[src/rtl/acc_window_if.sv]
// acc_window_if: sample, accumulator and result-handshake signals of acc_window_ctrl
interface acc_window_if #(
   parameter int DIN_WIDTH = 16,
   parameter int ACC_WIDTH = 32,
   parameter int LEN_WIDTH = 16
);
   logic [LEN_WIDTH-1:0] acc_len;
   logic [DIN_WIDTH-1:0] din;
   logic                 din_valid;
   logic [DIN_WIDTH-1:0] acc_din;
   logic                 acc_din_valid;
   logic                 acc_done;
   logic [ACC_WIDTH-1:0] acc_dout;
   logic                 acc_dout_valid;
   logic [ACC_WIDTH-1:0] dout;
   logic                 dout_valid;
   logic                 dout_ready;
   logic                 overflow;
   logic [LEN_WIDTH-1:0] win_cnt;

   modport slave (
      input  acc_len, din, din_valid, acc_dout, acc_dout_valid, dout_ready,
      output acc_din, acc_din_valid, acc_done, dout, dout_valid, overflow, win_cnt
   );

   modport master (
      output acc_len, din, din_valid, acc_dout, acc_dout_valid, dout_ready,
      input  acc_din, acc_din_valid, acc_done, dout, dout_valid, overflow, win_cnt
   );
endinterface

[src/rtl/acc_window_ctrl.sv]
// acc_window_ctrl: frames a sample stream into accumulator windows and
// buffers completed window sums in a 2-entry FIFO.
module acc_window_ctrl #(
   parameter int DIN_WIDTH = 16,
   parameter int ACC_WIDTH = 32,
   parameter int LEN_WIDTH = 16
) (
   input logic        clk,
   input logic        rst,
   acc_window_if.slave bus
);
   typedef enum logic {S_WAIT, S_RUN} state_t;
   state_t               r_state, w_state_n;
   logic [LEN_WIDTH-1:0] r_len, r_cnt, w_cnt_n, w_len_in;
   logic                 w_start;
   logic [DIN_WIDTH-1:0] r_acc_din;
   logic                 r_acc_din_valid, r_acc_done;
   logic [ACC_WIDTH-1:0] r_mem [2];
   logic                 r_rd, r_wr, r_primed, r_ovf;
   logic [1:0]           r_count;
   logic                 w_push, w_pop, w_accept;

   always_comb begin
      w_len_in  = (bus.acc_len == '0) ? LEN_WIDTH'(1) : bus.acc_len;
      w_start   = bus.din_valid && (r_state == S_WAIT || r_cnt == r_len);
      w_state_n = bus.din_valid ? S_RUN : r_state;
      w_cnt_n   = !bus.din_valid ? r_cnt : w_start ? LEN_WIDTH'(1) : r_cnt + LEN_WIDTH'(1);
      w_pop     = (r_count != 2'd0) && bus.dout_ready;
      w_push    = bus.acc_dout_valid && r_primed;
      w_accept  = w_push && (r_count != 2'd2 || w_pop);
   end

   // The first accumulator report after reset carries stale contents and is skipped.
   always_ff @(posedge clk) begin
      if (rst) begin
         r_state         <= S_WAIT;
         r_len           <= '0;
         r_cnt           <= '0;
         r_acc_din       <= '0;
         r_acc_din_valid <= 1'b0;
         r_acc_done      <= 1'b0;
         r_mem[0]        <= '0;
         r_mem[1]        <= '0;
         r_rd            <= 1'b0;
         r_wr            <= 1'b0;
         r_count         <= 2'd0;
         r_primed        <= 1'b0;
         r_ovf           <= 1'b0;
      end else begin
         r_state         <= w_state_n;
         r_cnt           <= w_cnt_n;
         if (w_start) r_len <= w_len_in;
         r_acc_din       <= bus.din;
         r_acc_din_valid <= bus.din_valid;
         r_acc_done      <= w_start;
         if (bus.acc_dout_valid) r_primed <= 1'b1;
         if (w_accept) begin
            r_mem[r_wr] <= bus.acc_dout;
            r_wr        <= ~r_wr;
         end
         if (w_pop) r_rd <= ~r_rd;
         r_count <= r_count + {1'b0, w_accept} - {1'b0, w_pop};
         if (w_push && !w_accept) r_ovf <= 1'b1;
      end
   end

   assign bus.acc_din       = r_acc_din;
   assign bus.acc_din_valid = r_acc_din_valid;
   assign bus.acc_done      = r_acc_done;
   assign bus.dout          = r_mem[r_rd];
   assign bus.dout_valid    = (r_count != 2'd0);
   assign bus.overflow      = r_ovf;
   assign bus.win_cnt       = r_cnt;
endmodule

[src/flat_wrapper.sv]
// flat-port wrapper written by rule: the top's interface ports become plain ports
module acc_window_ctrl_flat 
#(
   parameter int DIN_WIDTH = 16,
   parameter int ACC_WIDTH = 32,
   parameter int LEN_WIDTH = 16
)
  (clk, rst, bus_acc_len, bus_din, bus_din_valid, bus_acc_dout, bus_acc_dout_valid, bus_dout_ready, bus_acc_din, bus_acc_din_valid, bus_acc_done, bus_dout, bus_dout_valid, bus_overflow, bus_win_cnt);
  acc_window_if #(.DIN_WIDTH(DIN_WIDTH), .ACC_WIDTH(ACC_WIDTH), .LEN_WIDTH(LEN_WIDTH)) bus_i ();
  input logic clk;
  input logic rst;
  input wire logic [$bits(bus_i.acc_len)-1:0] bus_acc_len;
  input wire logic [$bits(bus_i.din)-1:0] bus_din;
  input wire logic [$bits(bus_i.din_valid)-1:0] bus_din_valid;
  input wire logic [$bits(bus_i.acc_dout)-1:0] bus_acc_dout;
  input wire logic [$bits(bus_i.acc_dout_valid)-1:0] bus_acc_dout_valid;
  input wire logic [$bits(bus_i.dout_ready)-1:0] bus_dout_ready;
  output wire logic [$bits(bus_i.acc_din)-1:0] bus_acc_din;
  output wire logic [$bits(bus_i.acc_din_valid)-1:0] bus_acc_din_valid;
  output wire logic [$bits(bus_i.acc_done)-1:0] bus_acc_done;
  output wire logic [$bits(bus_i.dout)-1:0] bus_dout;
  output wire logic [$bits(bus_i.dout_valid)-1:0] bus_dout_valid;
  output wire logic [$bits(bus_i.overflow)-1:0] bus_overflow;
  output wire logic [$bits(bus_i.win_cnt)-1:0] bus_win_cnt;
  assign bus_i.acc_len = bus_acc_len;
  assign bus_i.din = bus_din;
  assign bus_i.din_valid = bus_din_valid;
  assign bus_i.acc_dout = bus_acc_dout;
  assign bus_i.acc_dout_valid = bus_acc_dout_valid;
  assign bus_i.dout_ready = bus_dout_ready;
  assign bus_acc_din = bus_i.acc_din;
  assign bus_acc_din_valid = bus_i.acc_din_valid;
  assign bus_acc_done = bus_i.acc_done;
  assign bus_dout = bus_i.dout;
  assign bus_dout_valid = bus_i.dout_valid;
  assign bus_overflow = bus_i.overflow;
  assign bus_win_cnt = bus_i.win_cnt;
  acc_window_ctrl #(.DIN_WIDTH(DIN_WIDTH), .ACC_WIDTH(ACC_WIDTH), .LEN_WIDTH(LEN_WIDTH)) u_core (.clk(clk), .rst(rst), .bus(bus_i));
endmodule
[config.mk]
export PLATFORM = sky130hd
export DESIGN_NAME = acc_window_ctrl_flat
export DESIGN_NICKNAME = d
export VERILOG_FILES = /design/src/rtl/acc_window_if.sv /design/src/rtl/acc_window_ctrl.sv /design/src/flat_wrapper.sv
export SDC_FILE = /design/constraint.sdc
export NUM_CORES = 1
export LEC_CHECK = 0
export BUFFER_PORTS_ARGS = -buffer_cell sky130_fd_sc_hd__buf_2
export CAP_MARGIN = 20
export CORE_ASPECT_RATIO = 0.8
export CORE_UTILIZATION = 47
export DETAILED_ROUTE_END_ITERATION = 12
export PLACE_DENSITY = 0.88
export SYNTH_ARGS = -nofsm -noshare
export SYNTH_HDL_FRONTEND = slang
export SYNTH_SLANG_ARGS = --single-unit
[constraint.sdc]
create_clock -name clk -period 2.5 [get_ports clk]
set_input_delay 0.125 -clock clk [delete_from_list [all_inputs] [get_ports clk]]
set_output_delay 0.125 -clock clk [all_outputs]
set_load 0.1 [all_outputs]
# Yosys cells after proc, flatten, opt, wreduce, memory -nomap -nowiden
# Memories as Yosys holds them, arrays and structs flattened. A register that Yosys moved wholly into a read port is not among the register bits.
# Cells that the tools add are included.
[classes]
addsub = 3
eq_ne = 2
mux = 12
bitwise = 3
n_reduce_logical = 11
[ops]
columns = ["cell", "n"]
rows = [
  ["16-bit 2-to-1 mux", 2],
  ["32-bit 2-to-1 mux", 1],
  ["32-bit OR reduction", 1],
  ["16-bit by 1-bit adder with 16-bit output (second input constant)", 1],
  ["16-bit == test", 1],
  ["16-bit zero test", 1],
  ["1-bit 2-to-1 mux", 9],
  ["1-bit logical AND", 5],
  ["1-bit NOT", 3],
  ["2-bit by 1-bit adder with 2-bit output", 1],
  ["1-bit logical OR", 2],
  ["2-bit != test (second input constant)", 1],
  ["2-bit nonzero test", 1],
  ["2-bit by 1-bit subtractor with 2-bit output", 1],
  ["1-bit zero test", 1],
]
[totals]
reg_bits = 57
ramBits = 64
input_bits = 69
out_inout_bits = 68
wordCells = 43
n_memories = 1
[mem_list]
columns = ["memory", "words", "width", "read_ports", "rd_clocked_by_memory_dff", "write_ports", "line", "rtl"]
rows = [
  ["u_core.r_mem", 2, 32, 1, 1, 2, "acc_window_ctrl.sv:18", "logic [ACC_WIDTH-1:0] r_mem [2];"],
]

# Longest topological paths before layout
# Gate-level depths: netlist of the first run.
[logic_depth]
depth_word = 9
depth_mapped = 8
depth_no_buf = 8

# Least setup slack after synthesis of the first run
# Ideal clock, no wire load.
[synth_path]
path_type = "reg-to-reg"
startpoint = "register u_core.r_count[1]"
endpoint = "memory u_core.r_mem[0][0] (enable)"
setup_time_ns = 0.428
arrival_time_ns = 2.230
slack_ns = -0.159
path_stages_with_launch = 4
n_path_buf = 0
path_cell_list = "dfxtp_1 > nor3b_1 > nand3b_1 > o21bai_1"
[synth_rtl]
columns = ["item", "line", "rtl"]
rows = [
  ["start: declaration", "acc_window_ctrl.sv:20", "logic [1:0] r_count;"],
  ["start signal: assignment", "acc_window_ctrl.sv:62", "r_count <= r_count + {1'b0, w_accept} - {1'b0, w_pop};"],
  ["end: declaration", "acc_window_ctrl.sv:18", ""],
]

==> results of run 1 <==
==> routing by layer <==
| metal | vias to the layer above | GRT usage, % | part of all wire (%) |
|---|---|---|---|
| met2 | 149 | 39.56 | 51 |
| met1 | 1792 | 25.67 | 40 |
| li1 | 1786 | - | - |
| met5 | - | 0 | 0.066 |
| met4 | 2 | 10.68 | 2.1 |
| met3 | 25 | 7.065 | 6.6 |
==> power by group <==
| group | internal [mW] | switching, mW | total (mW) |
|---|---|---|---|
| Clock | 1.31 | 0.819 | 2.13 |
| Sequential | 2.24 | 0.0589 | 2.30 |
| Combinational | 0.804 | 1.52 | 2.32 |
| Total | 4.35 | 2.40 | 6.75 |
==> layout make-up <==
type                            instances  area, um^2  area share (%)
Clock buffer                           24       471.7           6.485
Clock inverter                          8       46.29          0.6365
Inverter                                4       15.01          0.2064
Multi-Input combinational cell        259        1856           25.51
Sequential cell                       122        3090           42.49
Tap cell                              140       175.2           2.408
Timing Repair Buffer                  182        1619           22.26
==> flip-flops by register name, indices dropped and copies added (netlist names), named ones only <==
register                  cells
u_core.r_count                2
u_core.bus.acc_din           16
u_core.bus.overflow           1
u_core.r_primed               1
u_core.r_state                1
u_core.bus.win_cnt           16
u_core.bus.acc_done           1
u_core.r_rd                   1
u_core.r_len                 16
u_core.r_mem                 64
u_core.r_wr                   1
u_core.bus.acc_din_valid      1
==> worst max path at each step <==
stage | end | slack (ns) | depth (start not counted)
5_1_grt | u_core.r_mem[1][19] | 0.28 | 4
3_5_place_dp | u_core.r_mem[1][10] | 0.39 | 4
2_1_floorplan | u_core.bus.win_cnt[6] | 0.01 | 6
6_report | u_core.r_mem[1][19] | 0.41 | 4
4_1_cts | u_core.r_mem[1][26] | 0.37 | 4
3_3_place_gp | u_core.r_mem[1][23] | 0.48 | 4
==> cells in the final DEF, fill, tap and decap left out, types with 7 or more instances in the layout <==
master         instances
xnor2_1               24
dlygate4sd3_1         40
xor2_1                10
buf_2                104
nor2_1                28
clkbuf_16             17
nand3_1               14
dfxtp_1               52
mux2_2                32
o21ai_0                9
edfxtp_1              64
a21oi_1               10
nor2b_1               17
and2_1                67
buf_12                33
nand4_1                7
==> kinds of logic after synthesis <==
kind of cell	count (synthesis)	synth area share, %
xor+xnor	34	5.923
mux	33	7.367
flops	122	61.32
simple gates	154	17.35
compound gates	35	5.102
buf+inv	25	2.190
fa+ha+maj	3	0.7467
==> timing repair <==
action	4_1_cts	5_1_grt
resized for setup	0	0
hold endpoints to repair	44	0
buffers inserted	0	0
hold buffers	40	0
endpoints found under the setup margin	0	0
==> results.md, run 1 <==
* Post-synthesis sequential area ratio at 61.32%
* H-tree levels at 4
* Async SR Flop Fraction at 0%
* WL final at 12090 um
* Placed cell areas at 6355 um^2
* Final non-filler cell total at 739
* Die Ht at 94.51 um
* Antenna cells at 0
* Max incr delay on CP at 0.67 ns
* Via density at 5.080
* Core Rows at 33
* Most common cell in the netlist: and2_1
* Slew @ Worst Pin at 0.7933 ns
* Number of I/O port buffers at 136
* Synthesized area per cell at 12.38 um^2
* Initial Utilization at 48.70%
* Setup TNS at 0 ns
* RSZ-0062 raised after global routing: no
* Fmax at 478.6 MHz
* Leak at 3.010 nW
* R2R setup slack at 0.41 ns
* Ys Warns at 0
* HP Start: bus_acc_dout[27]
* Top-Level Pins at 137
* Final Power at 6.753 mW
* Final Util at 70.46%
* Critical-path cell list: nor3b_1 > nand3b_1 > nor3b_2 > or2_2
* Number of setup violations in the final report at 0
* DP Cell Count at 667
* Status: completed
* Die Width at 117.6 um
* Fin Clk Skew at 0.009321 ns
* TritonCTS Buffers at 17
* Grt ovf at 0
* CP startpoint kind: flop
* Hold path cells at 2
* DP Wirelength at 7682 um
* Initial antenna violation count at 1
* Yosys top cell by area: edfxtp_1
* Filler instances at 692
* Routability cong. at 0.8562
* Syn Nets at 478
* Power density cells at 928.4 nW/um^2
* Slowest stage cell, crit path: or2_2
* Commonest register cell after synthesis: edfxtp_1
* Vias in the first global route at 3894
* Largest net degree at the start of global routing at 39
* Yosys reg bits at 122
* MaxCap Viol Count at 0
* Crit Reg-Reg Endpoint: u_core.r_mem[1][19]
* Min Tclk post-route at 2.089 ns
* EDFF count, synth at 64
* Tcrit/Tclk final at 83.57%
* HP Class: input port to flop
* WS Path Type: flop to flop
* First-pass iteration count of the detailed router at 4
* Clk_lat worst skew at 0.41 ns
* Final Hold Fails at 0
* Share of cells above drive strength 1 at 35.89%
* Vias at 3754
* Post-Syn Instances at 406
* Die area at 11120 um^2
* FF-to-FF path depth at 4
* Critical Path Start: u_core.r_count[1]
* Fin. max-slew vios at 0
* Netlist cell types at 36
* DRC at 0
* CTS clk-pin slew, worst paths at 0.05 ns
* Post-synth top area share at 38.23%
* Post-synthesis cell area at 5027 um^2
* First-pass GRT wire length at 19060 um
* DR WL/cell at 16.36 um
* CTS max path bufs at 2
* Crit path setup slack, layout at 0.4107 ns
* Crit path DAT at 2.12 ns
* Reg2reg start: u_core.r_count[1]
* Worst setup EP type: flop
* Slew headroom at 47.12%
* Final ANT Viol Nets at 0
* Critical Path Fanout Max at 32
* CTS tree: done
* Worst VDD drop at 561.6 uV
* CP bufs+invs at 0
* Largest delay share family, worst path: simple AND/OR/NAND/NOR gates
* Overall global routing resource usage at 22.67%
* Clock sinks at 122
* Core ar. at 10320 um^2
* Synth cell count leaders: and2_1, edfxtp_1, dfxtp_1, mux2_2, nor2_1
* Post-Place Setup Slack at 0.3912 ns
* Iter 0 DRT Violations at 189
* Nets@finish at 658
* CP Data Required Time at 2.53 ns
* End of the worst hold path: u_core.r_mem[0][27]
* Layout Cell Area excl Fill at 7273 um^2
* Top cells by area, synth: edfxtp_1, dfxtp_1, and2_1, mux2_2, xnor2_1
* Final hold slack at 0.01305 ns
* Clk root buf: clkbuf_16
* Area growth, synth to finish at 44.67%
(Power assumes the default switching activity.)
==> run 2: changes to the inputs <==
--- a/config.mk
+++ b/config.mk
@@ -8,9 +8,9 @@
 export BUFFER_PORTS_ARGS = -buffer_cell sky130_fd_sc_hd__buf_2
 export CAP_MARGIN = 20
 export CORE_ASPECT_RATIO = 0.8
-export CORE_UTILIZATION = 47
+export CORE_UTILIZATION = 52
 export DETAILED_ROUTE_END_ITERATION = 12
-export PLACE_DENSITY = 0.88
+export PLACE_DENSITY = 0.91
 export SYNTH_ARGS = -nofsm -noshare
 export SYNTH_HDL_FRONTEND = slang
 export SYNTH_SLANG_ARGS = --single-unit
==> constraint.sdc (replaced) <==
create_clock -name clk -period 2 [get_ports clk]
set_input_delay 0.1 -clock clk [delete_from_list [all_inputs] [get_ports clk]]
set_output_delay 0.1 -clock clk [all_outputs]
set_load 0.1 [all_outputs]
==> run 2 against run 1 <==
Against the previous run:
- register-to-register slack got worse by 0.32 ns
- worst hold slack barely moved
- clock skew fell by 0.0038 ns
- final cell count fell by 0.27%
- the flow now finishes with violations (design-rule violations)
==> results.md, run 2 (synthesized netlist as in run 1, its figures left out) <==
* Number of setup violations in the final report at 0 (unchanged)
* Via density at 5.315 (+4.6%)
* Placed cell areas at 6401 um^2 (+0.73%)
* Routability cong. at 0.9160 (+7.0%)
* Clk root buf: clkbuf_16
* Clk_lat worst skew at 0.40 ns (about the same)
* DP Wirelength at 7719 um (+0.49%)
* Final Power at 8.831 mW (+31%)
* Filler instances at 486 (-30%)
* Crit path to: u_core.r_len[7]
* Largest register FFs at 64 (unchanged)
* Post-Place Setup Slack at 0.07492 ns (-0.3163 ns)
* Largest Register: u_core.r_mem
* Slew headroom at 67.06% (+20 points)
* Crit Reg-Reg Endpoint: u_core.r_len[7]
* Leading cell types in the layout, fill and taps excluded: buf_2, and2_1, edfxtp_1
* Worst VDD drop at 878.2 uV (+56%)
* FF/Latch Area at 3143 um^2 (+1.7%)
* Fin Clk Skew at 0.005486 ns (-0.003835 ns)
* Final Util at 82.39% (+12 points)
* CTS clk-pin slew, worst paths at 0.05 ns (about the same)
* DRC at 4 (+4)
* Min Tclk post-route at 1.905 ns (-0.1841 ns)
* Final Hold Fails at 0 (unchanged)
* DR WL/cell at 17.76 um (+8.5%)
* CTS tree: done
* Nets@finish at 680 (+3.3%)
* Leak at 3.156 nW (+4.9%)
* Die Width at 111.9 um (-4.8%)
* Critical Path Start: u_core.bus.win_cnt[8]
* Worst setup EP type: flop
* TritonCTS Buffers at 17 (unchanged)
* CP startpoint kind: flop
* Multi-input logic area at 1867 um^2 (+0.61%)
* HP Class: input port to flop
* Core Rows at 31 (-6.1%)
* Status: finished, violations left
* Failing checks: design-rule violations
* Initial Utilization at 54.46% (+5.8 points)
* Most common cell after layout, fill and taps aside: buf_2
* First-pass GRT wire length at 20430 um (+7.2%)
* CP Data Required Time at 2.29 ns (-0.24 ns)
* Iter 0 DRT Violations at 181 (-4.2%)
* Vias at 3917 (+4.3%)
* Vias in the first global route at 4145 (+6.4%)
* Largest net degree at the start of global routing at 33 (-15%)
* WL final at 13090 um (+8.2%)
* Critical Path Fanout Max at 19 (-41%)
* Crit path DAT at 2.19 ns (+0.07 ns)
* Slew @ Worst Pin at 0.4941 ns (-0.2992 ns)
* Core ar. at 9231 um^2 (-11%)
* Share of cells above drive strength 1 at 36.88% (+0.98 points)
* R2R setup slack at 0.09 ns (-0.32 ns)
* WS Path Type: flop to flop
* Layout Cell Area excl Fill at 7606 um^2 (+4.6%)
* DP Cell Count at 645 (-3.3%)
* Power density cells at 1161 nW/um^2 (+25%)
* CTS max path bufs at 2 (unchanged)
* Clock sinks at 122 (unchanged)
* Initial antenna violation count at 1 (unchanged)
* Grt ovf at 0 (unchanged)
* Post-CTS Setup Repair Bufs at 0 (unchanged)
* Die Ht at 89.95 um (-4.8%)
* Reg2reg start: u_core.bus.win_cnt[8]
* Die area at 10070 um^2 (-9.4%)
* Overall global routing resource usage at 27.05% (+4.4 points)
* H-tree levels at 4 (unchanged)
* FF-to-FF path depth at 6 (+2)
* Fmax at 524.9 MHz (+9.7%)
* Crit path setup slack, layout at 0.09479 ns (-0.3159 ns)
* RSZ-0062 raised after global routing: no
* MaxCap Viol Count at 0 (unchanged)
* Number of I/O port buffers at 136 (unchanged)
* Tcrit/Tclk final at 95.26% (+12 points)
* First-pass iteration count of the detailed router at 8 (+4)
* Fin. max-slew vios at 0 (unchanged)
* Final ANT Viol Nets at 0 (unchanged)
* Final non-filler cell total at 737 (-0.27%)
* Area growth, synth to finish at 51.29%
* Top-Level Pins at 137 (unchanged)
-- run 2: worst min-delay path by stage --
| stage | startpoint | endpoint | slack (ns) | depth (start not counted) |
|---|---|---|---|---|
| final | rst | u_core.r_wr | 0.01 | 2 |
| after CTS | rst | u_core.r_wr | 0.002 | 2 |
| after global placement | bus_din[4] | u_core.bus.acc_din[4] | 0.31 | 2 |
| after detailed placement | bus_din[5] | u_core.bus.acc_din[5] | 0.32 | 2 |
| after floorplan | bus_acc_dout_valid | u_core.r_primed | 0.22 | 2 |
| after global routing | bus_acc_dout[7] | u_core.r_mem[1][7] | 0.004 | 2 |
-- run 2: report_power, final --
group	switching [mW]	internal, mW
Sequential	0.0782	2.79
Combinational	1.93	1.05
Clock	1.01	1.98
-- run 2: layer usage --
layer | share of wire (%) | vias up | global-route usage, %
li1 | - | 1826 | -
met1 | 39 | 1890 | 30.01
met2 | 52 | 168 | 48.14
met3 | 5.9 | 33 | 7.080
met4 | 2.8 | 0 | 13.22
met5 | 0 | - | 0
-- run 2: layout make-up --
| cell class | count | area share [%] |
|---|---|---|
| flip-flops and latches | 122 | 41.32 |
| clock inverters | 4 | 0.2797 |
| inverters | 4 | 0.1974 |
| multi-input cells | 259 | 24.54 |
| repair buffers | 204 | 24.08 |
| diodes | 1 | 0.03290 |
| clock buffers | 28 | 7.649 |
| well taps | 115 | 1.892 |
-- run 2: timing repair --
item,4_1_cts,5_1_grt
endpoints found under the hold margin,78,1
resized for setup,0,2
setup endpoints to repair,0,48
hold buffers,58,1
-- run 2: metrics by stage --
step	setup TNS, ns	hold WS (ns)
final	0	0.01343
after global routing	0	0.004341
after CTS	0	0.002191
after detailed placement	0	0.3170
after global placement	0	0.3117
after floorplan	-0.002870	0.2158
-- run 2: worst max-delay path, cell delays in order (launching register included) --
cell     delay [ns]
dfxtp_4        0.36
xnor2_1        0.18
nand4_1        0.20
o41ai_4        0.37
buf_4          0.29
a21oi_2        0.14
a32o_1         0.24
